## src/rtl/spi_pkg.sv

```systemverilog
// Shared SPI master types: controller states and the per-transfer mode latched at start.
package spi_pkg;

    typedef enum logic [1:0] {
        ST_IDLE  = 2'd0,
        ST_SETUP = 2'd1,
        ST_XFER  = 2'd2,
        ST_HOLD  = 2'd3
    } spi_state_t;

    typedef struct packed {
        logic cpol;
        logic cpha;
    } spi_mode_t;

    // cpha=0 samples on leading toggles, cpha=1 on trailing toggles.
    function automatic logic is_sample_toggle(input logic leading, input logic cpha);
        return leading ^ cpha;
    endfunction

endpackage

```

## src/rtl/spi_clk_div.sv

```systemverilog
// Half-period tick generator: one-cycle tick every CLK_DIV cycles, reloaded on restart.
module spi_clk_div #(
    parameter int CLK_DIV = 4
) (
    input  logic clk,
    input  logic rst_n,
    input  logic restart,
    input  logic enable,
    output logic tick
);
    localparam int CNT_W = (CLK_DIV > 1) ? $clog2(CLK_DIV) : 1;
    localparam logic [CNT_W-1:0] RELOAD = CNT_W'(CLK_DIV - 1);

    logic [CNT_W-1:0] cnt;

    assign tick = enable && (cnt == '0);

    always_ff @(posedge clk) begin
        if (!rst_n) begin
            cnt <= '0;
        end else if (restart) begin
            cnt <= RELOAD;
        end else if (enable) begin
            cnt <= (cnt == '0) ? RELOAD : cnt - CNT_W'(1);
        end
    end
endmodule

```

## src/rtl/spi_master_param.sv

```systemverilog
// Parameterised SPI master: one word per start, all four modes, selectable slave.
//
// state    | meaning
// ST_IDLE  | waiting for an accepted start; sclk parked at last cpol
// ST_SETUP | cs_n asserted, one half-period before the first sclk toggle
// ST_XFER  | 2*DATA_W sclk toggles, shifting mosi and sampling miso
// ST_HOLD  | one half-period with cs_n still asserted, then done
module spi_master_param
    import spi_pkg::*;
#(
    parameter int DATA_W  = 8,
    parameter int CLK_DIV = 4,
    parameter int NUM_CS  = 1,
    localparam int CS_W   = (NUM_CS > 1) ? $clog2(NUM_CS) : 1
) (
    input  logic              clk,
    input  logic              rst_n,
    input  logic              start,
    input  logic [DATA_W-1:0] tx_data,
    input  logic [CS_W-1:0]   cs_sel,
    input  logic              cpol,
    input  logic              cpha,
    input  logic              miso,
    output logic              sclk,
    output logic              mosi,
    output logic [NUM_CS-1:0] cs_n,
    output logic              busy,
    output logic              done,
    output logic [DATA_W-1:0] rx_data
);
    localparam int TOG_W = $clog2(2 * DATA_W);
    localparam logic [TOG_W-1:0] LAST_TOG = TOG_W'(2 * DATA_W - 1);

    spi_state_t        state, state_nxt;
    spi_mode_t         mode;
    logic [DATA_W-1:0] tx_sh, rx_sh;
    logic [TOG_W-1:0]  tog_cnt;
    logic              accept, tick, leading, last_tog, xfer_tick;

    assign accept    = (state == ST_IDLE) && start && (32'(cs_sel) < 32'(NUM_CS));
    assign busy      = (state != ST_IDLE);
    assign leading   = ~tog_cnt[0];
    assign last_tog  = (tog_cnt == LAST_TOG);
    assign xfer_tick = (state == ST_XFER) && tick;

    spi_clk_div #(.CLK_DIV(CLK_DIV)) u_clk_div (
        .clk     (clk),
        .rst_n   (rst_n),
        .restart (accept),
        .enable  (busy),
        .tick    (tick)
    );

    always_ff @(posedge clk) begin
        if (!rst_n) begin
            state <= ST_IDLE;
        end else begin
            state <= state_nxt;
        end
    end

    always_comb begin
        state_nxt = state;
        case (state)
            ST_IDLE:  if (accept)              state_nxt = ST_SETUP;
            ST_SETUP: if (tick)                state_nxt = ST_XFER;
            ST_XFER:  if (tick && last_tog)    state_nxt = ST_HOLD;
            ST_HOLD:  if (tick)                state_nxt = ST_IDLE;
            default:                           state_nxt = ST_IDLE;
        endcase
    end

    always_ff @(posedge clk) begin
        if (!rst_n) begin
            mode    <= '0;
            sclk    <= 1'b0;
            mosi    <= 1'b0;
            cs_n    <= '1;
            done    <= 1'b0;
            rx_data <= '0;
            tx_sh   <= '0;
            rx_sh   <= '0;
            tog_cnt <= '0;
        end else begin
            done <= 1'b0;
            if (accept) begin
                mode    <= '{cpol: cpol, cpha: cpha};
                sclk    <= cpol;
                cs_n    <= ~(NUM_CS'(1) << cs_sel);
                tog_cnt <= '0;
                rx_sh   <= '0;
                // cpha=0 must present the MSB before the first (sampling) edge.
                if (!cpha) begin
                    mosi  <= tx_data[DATA_W-1];
                    tx_sh <= tx_data << 1;
                end else begin
                    tx_sh <= tx_data;
                end
            end
            if (xfer_tick) begin
                sclk    <= last_tog ? mode.cpol : ~sclk;
                tog_cnt <= tog_cnt + TOG_W'(1);
                if (is_sample_toggle(leading, mode.cpha)) begin
                    rx_sh <= {rx_sh[DATA_W-2:0], miso};
                end
                if (mode.cpha ? leading : (!leading && !last_tog)) begin
                    mosi  <= tx_sh[DATA_W-1];
                    tx_sh <= tx_sh << 1;
                end
            end
            if ((state == ST_HOLD) && tick) begin
                cs_n    <= '1;
                done    <= 1'b1;
                rx_data <= rx_sh;
            end
        end
    end
endmodule

```

## config.mk

```make
export PLATFORM = sky130hd
export DESIGN_NAME = spi_master_param
export DESIGN_NICKNAME = d
export VERILOG_FILES = /design/src/rtl/spi_pkg.sv /design/src/rtl/spi_clk_div.sv /design/src/rtl/spi_master_param.sv
export SDC_FILE = /design/constraint.sdc
export NUM_CORES = 1
export LEC_CHECK = 0
export BUFFER_PORTS_ARGS = -buffer_cell sky130_fd_sc_hd__buf_2
export CORE_UTILIZATION = 50
export DETAILED_ROUTE_END_ITERATION = 8
export PLACE_DENSITY = 0.8
export SLEW_MARGIN = 20
export SYNTH_ARGS = -nofsm -noshare
export SYNTH_HDL_FRONTEND = slang
export SYNTH_SLANG_ARGS = --single-unit
```

## constraint.sdc

```tcl
create_clock -name clk -period 1.8 [get_ports clk]
set_input_delay 0.45 -clock clk [delete_from_list [all_inputs] [get_ports clk]]
set_output_delay 0.45 -clock clk [all_outputs]
set_load 0.1 [all_outputs]
```

==> results of run 1 <==
cell type report:
class                   instances  area [um2]  area share [%]
clock inverters                 2        12.5           0.592
clock buffers                   6        51.3            2.43
well taps                      46        57.6            2.72
repair buffers                 38         233            11.0
flip-flops and latches         38         763            36.1
multi-input cells             147         966            45.7
inverters                       7        30.0            1.42
registers in the layout, indices dropped and copies added (netlist names):
register	count
cs_n	1
mosi	1
tog_cnt	4
mode	2
sclk	1
rx_sh	8
tx_sh	8
rx_data	8
state	2
done	1
u_clk_div.cnt	2
layout by cell type, fill, tap and decap left out:
cell type / synthesis / final
dfxtp_2: 0 / 2
o211ai_1: 15 / 15
dfxtp_1: 38 / 36
nor2b_2: 1 / 1
mux2i_1: 17 / 17
nand2b_1: 2 / 2
nand2_1: 32 / 32
nor2_4: 0 / 1
o311a_4: 0 / 1
or3_1: 2 / 2
inv_2: 0 / 2
and2_1: 1 / 1
buf_2: 3 / 26
a21oi_1: 26 / 26
ha_1: 7 / 6
nand3_1: 6 / 5
buf_12: 0 / 1
and3b_2: 1 / 1
o21a_1: 2 / 2
nand3_2: 0 / 1
clkinvlp_4: 0 / 2
a222oi_1: 1 / 1
xor2_1: 1 / 1
a211oi_2: 1 / 1
clkbuf_4: 0 / 5
inv_1: 7 / 4
nand3b_1: 1 / 1
a22oi_1: 1 / 1
buf_4: 3 / 11
ha_4: 0 / 1
o211a_1: 1 / 1
o21ai_1: 1 / 1
o311ai_4: 1 / 1
nand3b_2: 1 / 1
nor2_1: 18 / 18
and3b_1: 1 / 1
clkbuf_8: 0 / 1
o21ai_0: 5 / 5
clkinv_2: 0 / 1
cell families (layout without fill, tap and decap cells):
logic type	count (synthesis)	count (layout)	share of synthesized area, %
AOI/OAI and AO/OA	55	55	20.4
and+or+nand+nor	67	67	16.9
muxes	17	17	9.54
buffers and inverters	18	53	5.05
xor gates and xnor gates	1	1	0.491
adders and majority gates	7	7	4.91
DFF	38	38	42.7
synth_stat cells (2+ instances only):
master     n
clkbuf_1   4
a21oi_1   26
ha_1       7
mux2i_1   17
buf_4      3
nand3_1    6
nand2b_1   2
nor2_1    18
o21a_1     2
dfxtp_1   38
o211ai_1  15
nand2_1   32
buf_2      3
or3_1      2
o21ai_0    5
inv_1      7
final timing paths:
| kind | start | endpoint | slack (ns) | depth (start not counted) |
|---|---|---|---|---|
| max reg2reg | state[0] | state[1] | 0.13 | 6 |
| min | miso | rx_sh[0] | 0.34 | 3 |
| min reg2reg | mode[1] | mode[1] | 0.47 | 2 |
| max | state[1] | busy | 0.09 | 4 |
routing by layer:
layer / up-vias / track usage, % / wire length [um]
met3: 10 / 6.21 / 137
met2: 32 / 33.5 / 1700
met4: 0 / 7.94 / 79
met5: - / 0 / 0
li1: 787 / - / -
met1: 733 / 26.3 / 1660
worst register-to-register path: cells and delay by family, from the launching register on:
kind | cells | cell delay [ns]
AOI/OAI and AO/OA | 1 | 0.32
buffers and inverters | 1 | 0.06
DFF | 1 | 0.38
and+or+nand+nor | 2 | 0.41
adders and majority gates | 1 | 0.26
muxes | 1 | 0.18
what timing repair did:
item / in CTS / in global routing
hold endpoints to repair: 0 / 0
resized for setup: 3 / 3
hold buffers: 0 / 0
setup endpoints to repair: 10 / 15
pin swaps: 0 / 1
setup buffers: 1 / 1
metrics by stage:
step	util (%)	setup WS, ns	cells	power [mW]
after detailed placement	59.9	0.0162	274	1.86
after global routing	62.8	0.0145	284	2.49
after floorplan	-	0.0143	203	1.66
final	62.8	0.0859	284	2.36
after CTS	62.2	0.0197	283	2.34
after global placement	59.9	0.0748	274	1.84
power by group:
group	internal [mW]	switching, mW	leakage [nW]
combinational	0.359	0.538	0.575
clock	0.188	0.293	0.0343
sequential	0.929	0.0531	0.309
==> summary.txt, run 1 <==
Status
  • Status: finished, final reports clean

Floorplan
  • Die X: 61.7 um
  • Die height: 61.7 um
  • Die area: 3810 um2
  • Io pins: 28
  • Initial Util: 53.0%
  • CORE AREA: 3360 um2
  • Cell row count: 21

Synth
  • Number of distinct library cells after synthesis: 32
  • Syn_nets: 225
  • Most used DFF post-synth: dfxtp_1
  • Async SR Flop Fraction: 0%
  • Largest area contributor in the netlist: dfxtp_1
  • Post-synthesis register bit count: 38
  • Syn Std Cell Area: 1780 um2
  • Synth Instances: 203
  • Post-synth EDFFs: 0
  • Part of the Yosys area used for sequential elements: 42.7%
  • Area contributors post-synth: dfxtp_1 43%, mux2i_1 9.5%, a21oi_1 7.3%
  • Yosys warns: 0
  • Top-area cell type share of the netlist area: 42.7%
  • Syn_area_per_cell: 8.78 um2

Timing
  • Hold Vio Cnt, Final: 0
  • Tmin final: 1.71 ns
  • Max Clk Rate: 583 MHz
  • Max Clock Skew: 0.0155 ns
  • Tcrit/Tclk final: 95.2%
  • Max-slew headroom: 66.8%
  • Final setup viols: 0
  • Worst-Margin Slew: 0.502 ns
  • Setup TNS: 0 ns
  • Worst Hold Margin: 0.340 ns
  • RSZ-0062 raised after global routing: false
  • Pins Over Slew Limit: 0

Setup path
  • CP Cell Sequence: inv_2 > ha_4 > clkinvlp_4 > buf_12
  • CP Class: reg2out
  • CP arrival: 1.26 ns
  • CP peak stage delay: 0.36 ns
  • WP buf/inv: 3
  • CP max FO: 4
  • Crit end category: output pin
  • Startpoint Class: flip-flop
  • WP data required: 1.35 ns
  • Crit-path slowest cell: dfxtp_2
  • Delay-heaviest family, CP: buffers and inverters

Power
  • P per Cell Area: 1120 nW/um2
  • Lkg Pwr: 0.918 nW
  • Peak VDD IR: 719 uV

Route
  • DRC Markers: 0
  • Post-DR wirelength/cell: 12.6 um
  • Antenna-violating nets left: 0
  • Via density: 5.50
  • Pre-antenna DRT Iters: 4
  • Drt total wl: 3.58 mm
  • Initial DRC Count: 63
  • Via count: 1562

Place
  • HPWL after DPL: 2.46 mm
  • Final GP Congestion: 0.754
  • PortBufs: 27
  • Cell Area, Placed: 2020 um2

Global route
  • Largest net degree at the start of global routing: 18
  • All-layer global routing usage: 20.8%
  • Initial antenna violation count: 0
  • Vias in the first global route: 1338
  • First-pass GRT wire length: 5.78 mm
  • Gr ovfl total: 0

Finish
  • Final-stage net count: 259
  • Area Overhead vs Synth: 18.5%
  • Layout cells sized above 1: 25.2%
  • Final instance area: 2110 um2
  • Diode count: 0
  • Filler instances: 319

Clock network
  • Worst skew pair latency: 0.35 ns
  • H-tree depth: 2
  • Worst-path clk slew: 0.13 ns
  • CTS tree: yes
  • Clk root buf: clkbuf_4
  • CTS sink cnt: 38
  • Clock Path Buffers: 2
  • Total CTS buffers: 5

Worst hold path
  • Min-delay worst type: in2reg

Run
  • Max Cap Violations: 0
No activity file was read; power rests on OpenSTA's default activity.
==> inputs of run 2 (changes only) <==
CORE_ASPECT_RATIO = 1.25   (was not set)
RECOVER_POWER = 25   (was not set)
==> summary.txt, run 2 (synthesis gave the netlist of run 1 again) <==
Timing
  • Max Clock Skew: 0.00690 ns (-0.00864 ns)
  • Max-slew headroom: 67.9% (+1.1 points)
  • Tmin final: 1.75 ns (+0.0372 ns)
  • Worst-Margin Slew: 0.485 ns (-0.0165 ns)
  • Max Clk Rate: 571 MHz (-2.1%)
  • Pins Over Slew Limit: 0 (unchanged)
  • Tcrit/Tclk final: 97.3% (+2.1 points)
  • Worst Hold Margin: 0.401 ns (+0.0606 ns)
  • Hold Vio Cnt, Final: 0 (unchanged)
  • Final setup viols: 0 (unchanged)
  • Setup ws final: 0.0487 ns (-0.0372 ns)

Finish
  • Filler instances: 278 (-13%)
  • Area of the multi-input gates: 970 um2 (+0.39%)
  • Layout Utilization: 66.9% (+4.1 points)
  • Most common cell after layout, fill and taps aside: dfxtp_1
  • Biggest regs: rx_data (8), rx_sh (8), tx_sh (8)
  • Area Overhead vs Synth: 24.2%
  • Final-stage net count: 261 (+0.77%)
  • Commonest non-fill, non-tap cells in the layout: 36 x dfxtp_1, 32 x nand2_1, 26 x a21oi_1, 26 x buf_2, 18 x nor2_1
  • Layout cells sized above 1: 26.3% (+1.0 points)
  • Diode count: 0 (unchanged)
  • Final instance area: 2210 um2 (+4.8%)
  • Reg area: 766 um2 (+0.33%)

Place
  • Cell Area, Placed: 2010 um2 (-0.31%)
  • HPWL after DPL: 2.44 mm (-1.1%)
  • Pre-CTS setup slack: 0.0142 ns (-0.00201 ns)
  • Final GP Congestion: 0.779 (+3.3%)
  • PortBufs: 27 (unchanged)

Route
  • Via count: 1562 (unchanged)
  • Post-DR wirelength/cell: 13.1 um (+3.8%)
  • DRC Markers: 0 (unchanged)
  • Drt total wl: 3.63 mm (+1.3%)
  • Pre-antenna DRT Iters: 4 (unchanged)
  • Via density: 5.64 (+2.5%)
  • Antenna-violating nets left: 0 (unchanged)
  • Initial DRC Count: 41 (-35%)

Clock network
  • Worst skew pair latency: 0.29 ns (-0.06 ns)
  • H-tree depth: 2 (unchanged)
  • Total CTS buffers: 5 (unchanged)
  • Clock Path Buffers: 2 (unchanged)
  • Worst-path clk slew: 0.08 ns (-0.05 ns)
  • CTS sink cnt: 38 (unchanged)
  • Clk root buf: clkbuf_8
  • CTS tree: yes

Floorplan
  • CORE AREA: 3310 um2 (-1.6%)
  • Die X: 55.4 um (-10%)
  • Die area: 3810 um2 (about the same)
  • Io pins: 28 (unchanged)
  • Die height: 68.8 um (+11%)
  • Cell row count: 23 (+9.5%)
  • Initial Util: 53.9% (+0.86 points)

Global route
  • First-pass GRT wire length: 5.98 mm (+3.6%)
  • Largest net degree at the start of global routing: 30 (+12)
  • Initial antenna violation count: 0 (unchanged)
  • Gr ovfl total: 0 (unchanged)
  • All-layer global routing usage: 20.0% (-0.76 points)
  • Vias in the first global route: 1404 (+4.9%)

Worst hold path
  • Min-delay worst type: in2reg

Setup path
  • Startpoint Class: flip-flop
  • WP data required: 1.35 ns (about the same)
  • Crit end category: output pin
  • CP max FO: 4 (unchanged)
  • CP arrival: 1.30 ns (+0.04 ns)
  • CP Class: reg2out

Power
  • P per Cell Area: 1290 nW/um2 (+15%)
  • Lkg Pwr: 0.969 nW (+5.5%)
  • Peak VDD IR: 1050 uV (+46%)
  • Total power draw: 2.85 mW (+21%)

Run
  • Max Cap Violations: 0 (unchanged)

Status
  • Status: finished, final reports clean
run 2: what timing repair did:
item / CTS / global route
endpoints found under the setup margin: 3 / 22
gates cloned: 0 / 0
pin swaps: 1 / 2
setup buffers: 0 / 5
hold buffers: 0 / 0
gates resized for setup: 1 / 8
run 2: path summary, 6_finish.rpt:
path | cells after the start | endpoint | slack, ns | from
setup / recovery | 5 | busy | 0.05 | state[0]
hold / removal | 3 | rx_sh[0] | 0.40 | miso
setup reg to reg | 6 | state[1] | 0.08 | state[1]
hold reg to reg | 2 | tx_sh[7] | 0.46 | tx_sh[6]
run 2: area by class of cell:
cell class | count | share of cell area (%)
Clock buffer | 6 | 3.73
Sequential cell | 38 | 34.6
Timing Repair Buffer | 40 | 11.8
Multi-Input combinational cell | 147 | 43.8
Clock inverter | 2 | 2.71
Inverter | 7 | 1.36
Tap cell | 37 | 2.09
run 2: report_power, final:
part	internal, mW	switching, mW	total, mW
clock network	0.591	0.295	0.886
logic	0.409	0.566	0.975
registers	0.932	0.0541	0.986
total	1.93	0.915	2.85
run 2: routing by layer:
layer	wire, um	vias to the layer above	track usage [%]
met3	129	6	4.48
met4	52	0	8.44
li1	-	784	-
met5	0	-	0
met2	1840	28	37.5
met1	1600	744	22.1
run 2: through the flow:
step	TNS (ns)	cells
after floorplan	0	203
after global placement	0	264
after detailed placement	0	264
after CTS	-0.0519	272
after global routing	-0.0158	277
final	0	277
run 2: critical path: stages (launching register included):
cell,delay (ns)
dfxtp_4,0.36
inv_2,0.06
buf_4,0.12
ha_4,0.15
clkinvlp_4,0.13
buf_12,0.19
==> inputs of run 3 (changes only) <==
ABC_AREA = 1   (was not set)
CORE_MARGIN = 3   (was not set)
==> summary.txt, run 3 <==
Status
  • Status: finished, final reports clean

Route
  • Antenna-violating nets left: 0 (unchanged)
  • Pre-antenna DRT Iters: 4 (unchanged)
  • Initial DRC Count: 41 (unchanged)
  • Post-DR wirelength/cell: 11.0 um (-16%)
  • Via density: 4.98 (-12%)
  • Drt total wl: 3.69 mm (+1.9%)
  • DRC Markers: 0 (unchanged)
  • Via count: 1673 (+7.1%)

Setup path
  • CP Cell Sequence: inv_1 > ha_1 > clkinv_2 > buf_12
  • Crit end category: output pin
  • WP data required: 1.35 ns (about the same)
  • CP arrival: 1.24 ns (-0.06 ns)
  • WP buf/inv: 3 (-1)
  • CP Class: reg2out
  • CP peak stage delay: 0.37 ns (about the same)
  • Reg-to-reg slack, setup: 0.19 ns (+0.11 ns)
  • Delay-heaviest family, CP: buffers and inverters
  • CP max FO: 8 (+4)
  • Startpoint Class: flip-flop
  • Setup crit start: state[1]
  • Worst r2r src: state[0]
  • Crit-path slowest cell: dfxtp_1

Synth
  • Syn Std Cell Area: 1840 um2 (+2.9%)
  • Top-area cell type share of the netlist area: 41.4% (-1.2 points)
  • Yosys warns: 0 (unchanged)
  • Part of the Yosys area used for sequential elements: 41.4% (-1.2 points)
  • Synth Instances: 266 (+31%)
  • Async SR Flop Fraction: 0% (unchanged)
  • Commonest cells in the netlist: 97 x nand2_1, 38 x dfxtp_1, 29 x nor2_1
  • Largest area contributor in the netlist: dfxtp_1
  • Syn_nets: 288 (+28%)
  • Area contributors post-synth: dfxtp_1 41%, nand2_1 20%, nor2_1 5.9%
  • Post-synthesis register bit count: 38 (unchanged)
  • Most frequent cell after synthesis: nand2_1
  • Syn_area_per_cell: 6.90 um2 (-21%)
  • Most used DFF post-synth: dfxtp_1
  • Post-synth EDFFs: 0 (unchanged)
  • Number of distinct library cells after synthesis: 22 (-31%)

Finish
  • Area Overhead vs Synth: 16.1%
  • Most common cell after layout, fill and taps aside: nand2_1
  • Diode count: 0 (unchanged)
  • Commonest non-fill, non-tap cells in the layout: 97 x nand2_1, 37 x dfxtp_1, 29 x nor2_1
  • Finished Layout Cells: 336 (+21%)
  • Final-stage net count: 319 (+22%)
  • Layout cells sized above 1: 15.5% (-11 points)
  • Biggest regs: rx_data (8), rx_sh (8), tx_sh (8)

Clock network
  • H-tree depth: 2 (unchanged)
  • Clock Path Buffers: 2 (unchanged)
  • Post-CTS setup buffers: 0 (unchanged)
  • Clk root buf: clkbuf_8
  • Worst skew pair latency: 0.29 ns (about the same)
  • CTS tree: yes
  • Hold_buf cts: 0 (unchanged)
  • Total CTS buffers: 5 (unchanged)
  • CTS sink cnt: 38 (unchanged)
  • Worst-path clk slew: 0.07 ns (about the same)

Global route
  • First-pass GRT wire length: 6.33 mm (+5.9%)
  • Initial antenna violation count: 0 (unchanged)
  • Largest net degree at the start of global routing: 17 (-43%)
  • Gr ovfl total: 0 (unchanged)
  • Vias in the first global route: 1476 (+5.1%)
  • All-layer global routing usage: 18.7% (-1.3 points)

Timing
  • Setup TNS: 0 ns (unchanged)
  • Final setup viols: 0 (unchanged)
  • Worst-Margin Slew: 0.543 ns (+0.0579 ns)
  • Tmin final: 1.69 ns (-0.0569 ns)
  • Pins Over Slew Limit: 0 (unchanged)
  • Setup ws final: 0.106 ns (+0.0569 ns)
  • Max-slew headroom: 64.0% (-3.9 points)
  • Tcrit/Tclk final: 94.1% (-3.2 points)
  • RSZ-0062 raised after global routing: false
  • Max Clock Skew: 0.00642 ns (-0.000481 ns)
  • Max Clk Rate: 590 MHz (+3.4%)
  • Hold Vio Cnt, Final: 0 (unchanged)

Power
  • Lkg Pwr: 1.08 nW (+12%)
  • Total power draw: 2.61 mW (-8.2%)
  • Peak VDD IR: 873 uV (-17%)
  • P per Cell Area: 1230 nW/um2 (-4.6%)

Place
  • HPWL after DPL: 2.61 mm (+7.3%)
  • PortBufs: 27 (unchanged)
  • Final GP Congestion: 0.787 (+1.0%)
  • Pre-CTS setup slack: 0.161 ns (+0.147 ns)
  • Placed insts: 329 (+25%)

Floorplan
  • Io pins: 28 (unchanged)
  • Cell row count: 24 (+4.3%)
  • CORE AREA: 3510 um2 (+6.2%)
  • Die X: 60.2 um (+8.6%)
  • Die area: 4440 um2 (+16%)
  • Initial Util: 52.2% (-1.6 points)
  • Die height: 73.7 um (+7.2%)

Worst hold path
  • Min-delay worst type: in2reg
  • Hold path startpoint: tx_data[0]

Run
  • Max Cap Violations: 0 (unchanged)
run 3: stage by stage:
| step | utilization (%) | area [um2] | hold WS [ns] |
|---|---|---|---|
| 3_3_place_gp | 57.5 | 2020 | 0.426 |
| 5_1_grt | 60.6 | 2130 | 0.446 |
| 4_1_cts | 60.7 | 2130 | 0.427 |
| 6_report | 60.6 | 2130 | 0.433 |
| 3_5_place_dp | 57.5 | 2020 | 0.431 |
| 2_1_floorplan | - | 1840 | 0.426 |
run 3: metal layers:
metal / vias up / share of wire (%) / GRT usage [%]
met3: 8 / 3.1 / 4.22
li1: 903 / - / -
met1: 737 / 45 / 22.8
met5: - / 0 / 0
met2: 25 / 49 / 30.8
met4: 0 / 2.3 / 8.62
run 3: worst paths after layout:
path	endpoint	cells after the start
worst max-delay path	busy	4
worst min-delay path	tx_sh[0]	3
worst max register to register	tx_sh[4]	8
worst min register to register	rx_data[3]	2
run 3: logic make-up (layout without fill, tap and decap cells):
kind of cell	count (synthesis)	in the layout	synth area share (%)
AO/OA/AOI/OAI	46	46	13.4
adder cells (fa/ha/maj)	7	7	4.77
buffers and inverters	35	66	8.38
flip-flops	38	38	41.4
AND/OR/NAND/NOR	140	140	32.0
run 3: repair_timing:
item / CTS / global route
endpoints found under the hold margin: 0 / 0
endpoints found under the setup margin: 0 / 2
resized for setup: 0 / 1
run 3: cell type report:
cell class / instances / area [um2]
repair buffers: 32 / 184
multi-input cells: 193 / 921
clock inverters: 1 / 30.0
flip-flops and latches: 38 / 762
clock buffers: 6 / 82.6
fillers: 333 / 1380
well taps: 39 / 48.8
inverters: 27 / 103
run 3: tightest hold or removal path, delay by kind of cell:
kind | cells | cell delay [ns]
buffers and inverters | 1 | 0.10
AND/OR/NAND/NOR | 1 | 0.07
AO/OA/AOI/OAI | 1 | 0.05
run 3: report_power, final:
part           switching (mW)  internal, mW  leakage [nW]
Combinational           0.592         0.277         0.719
Sequential             0.0706         0.945         0.309
Clock                   0.285         0.443        0.0573
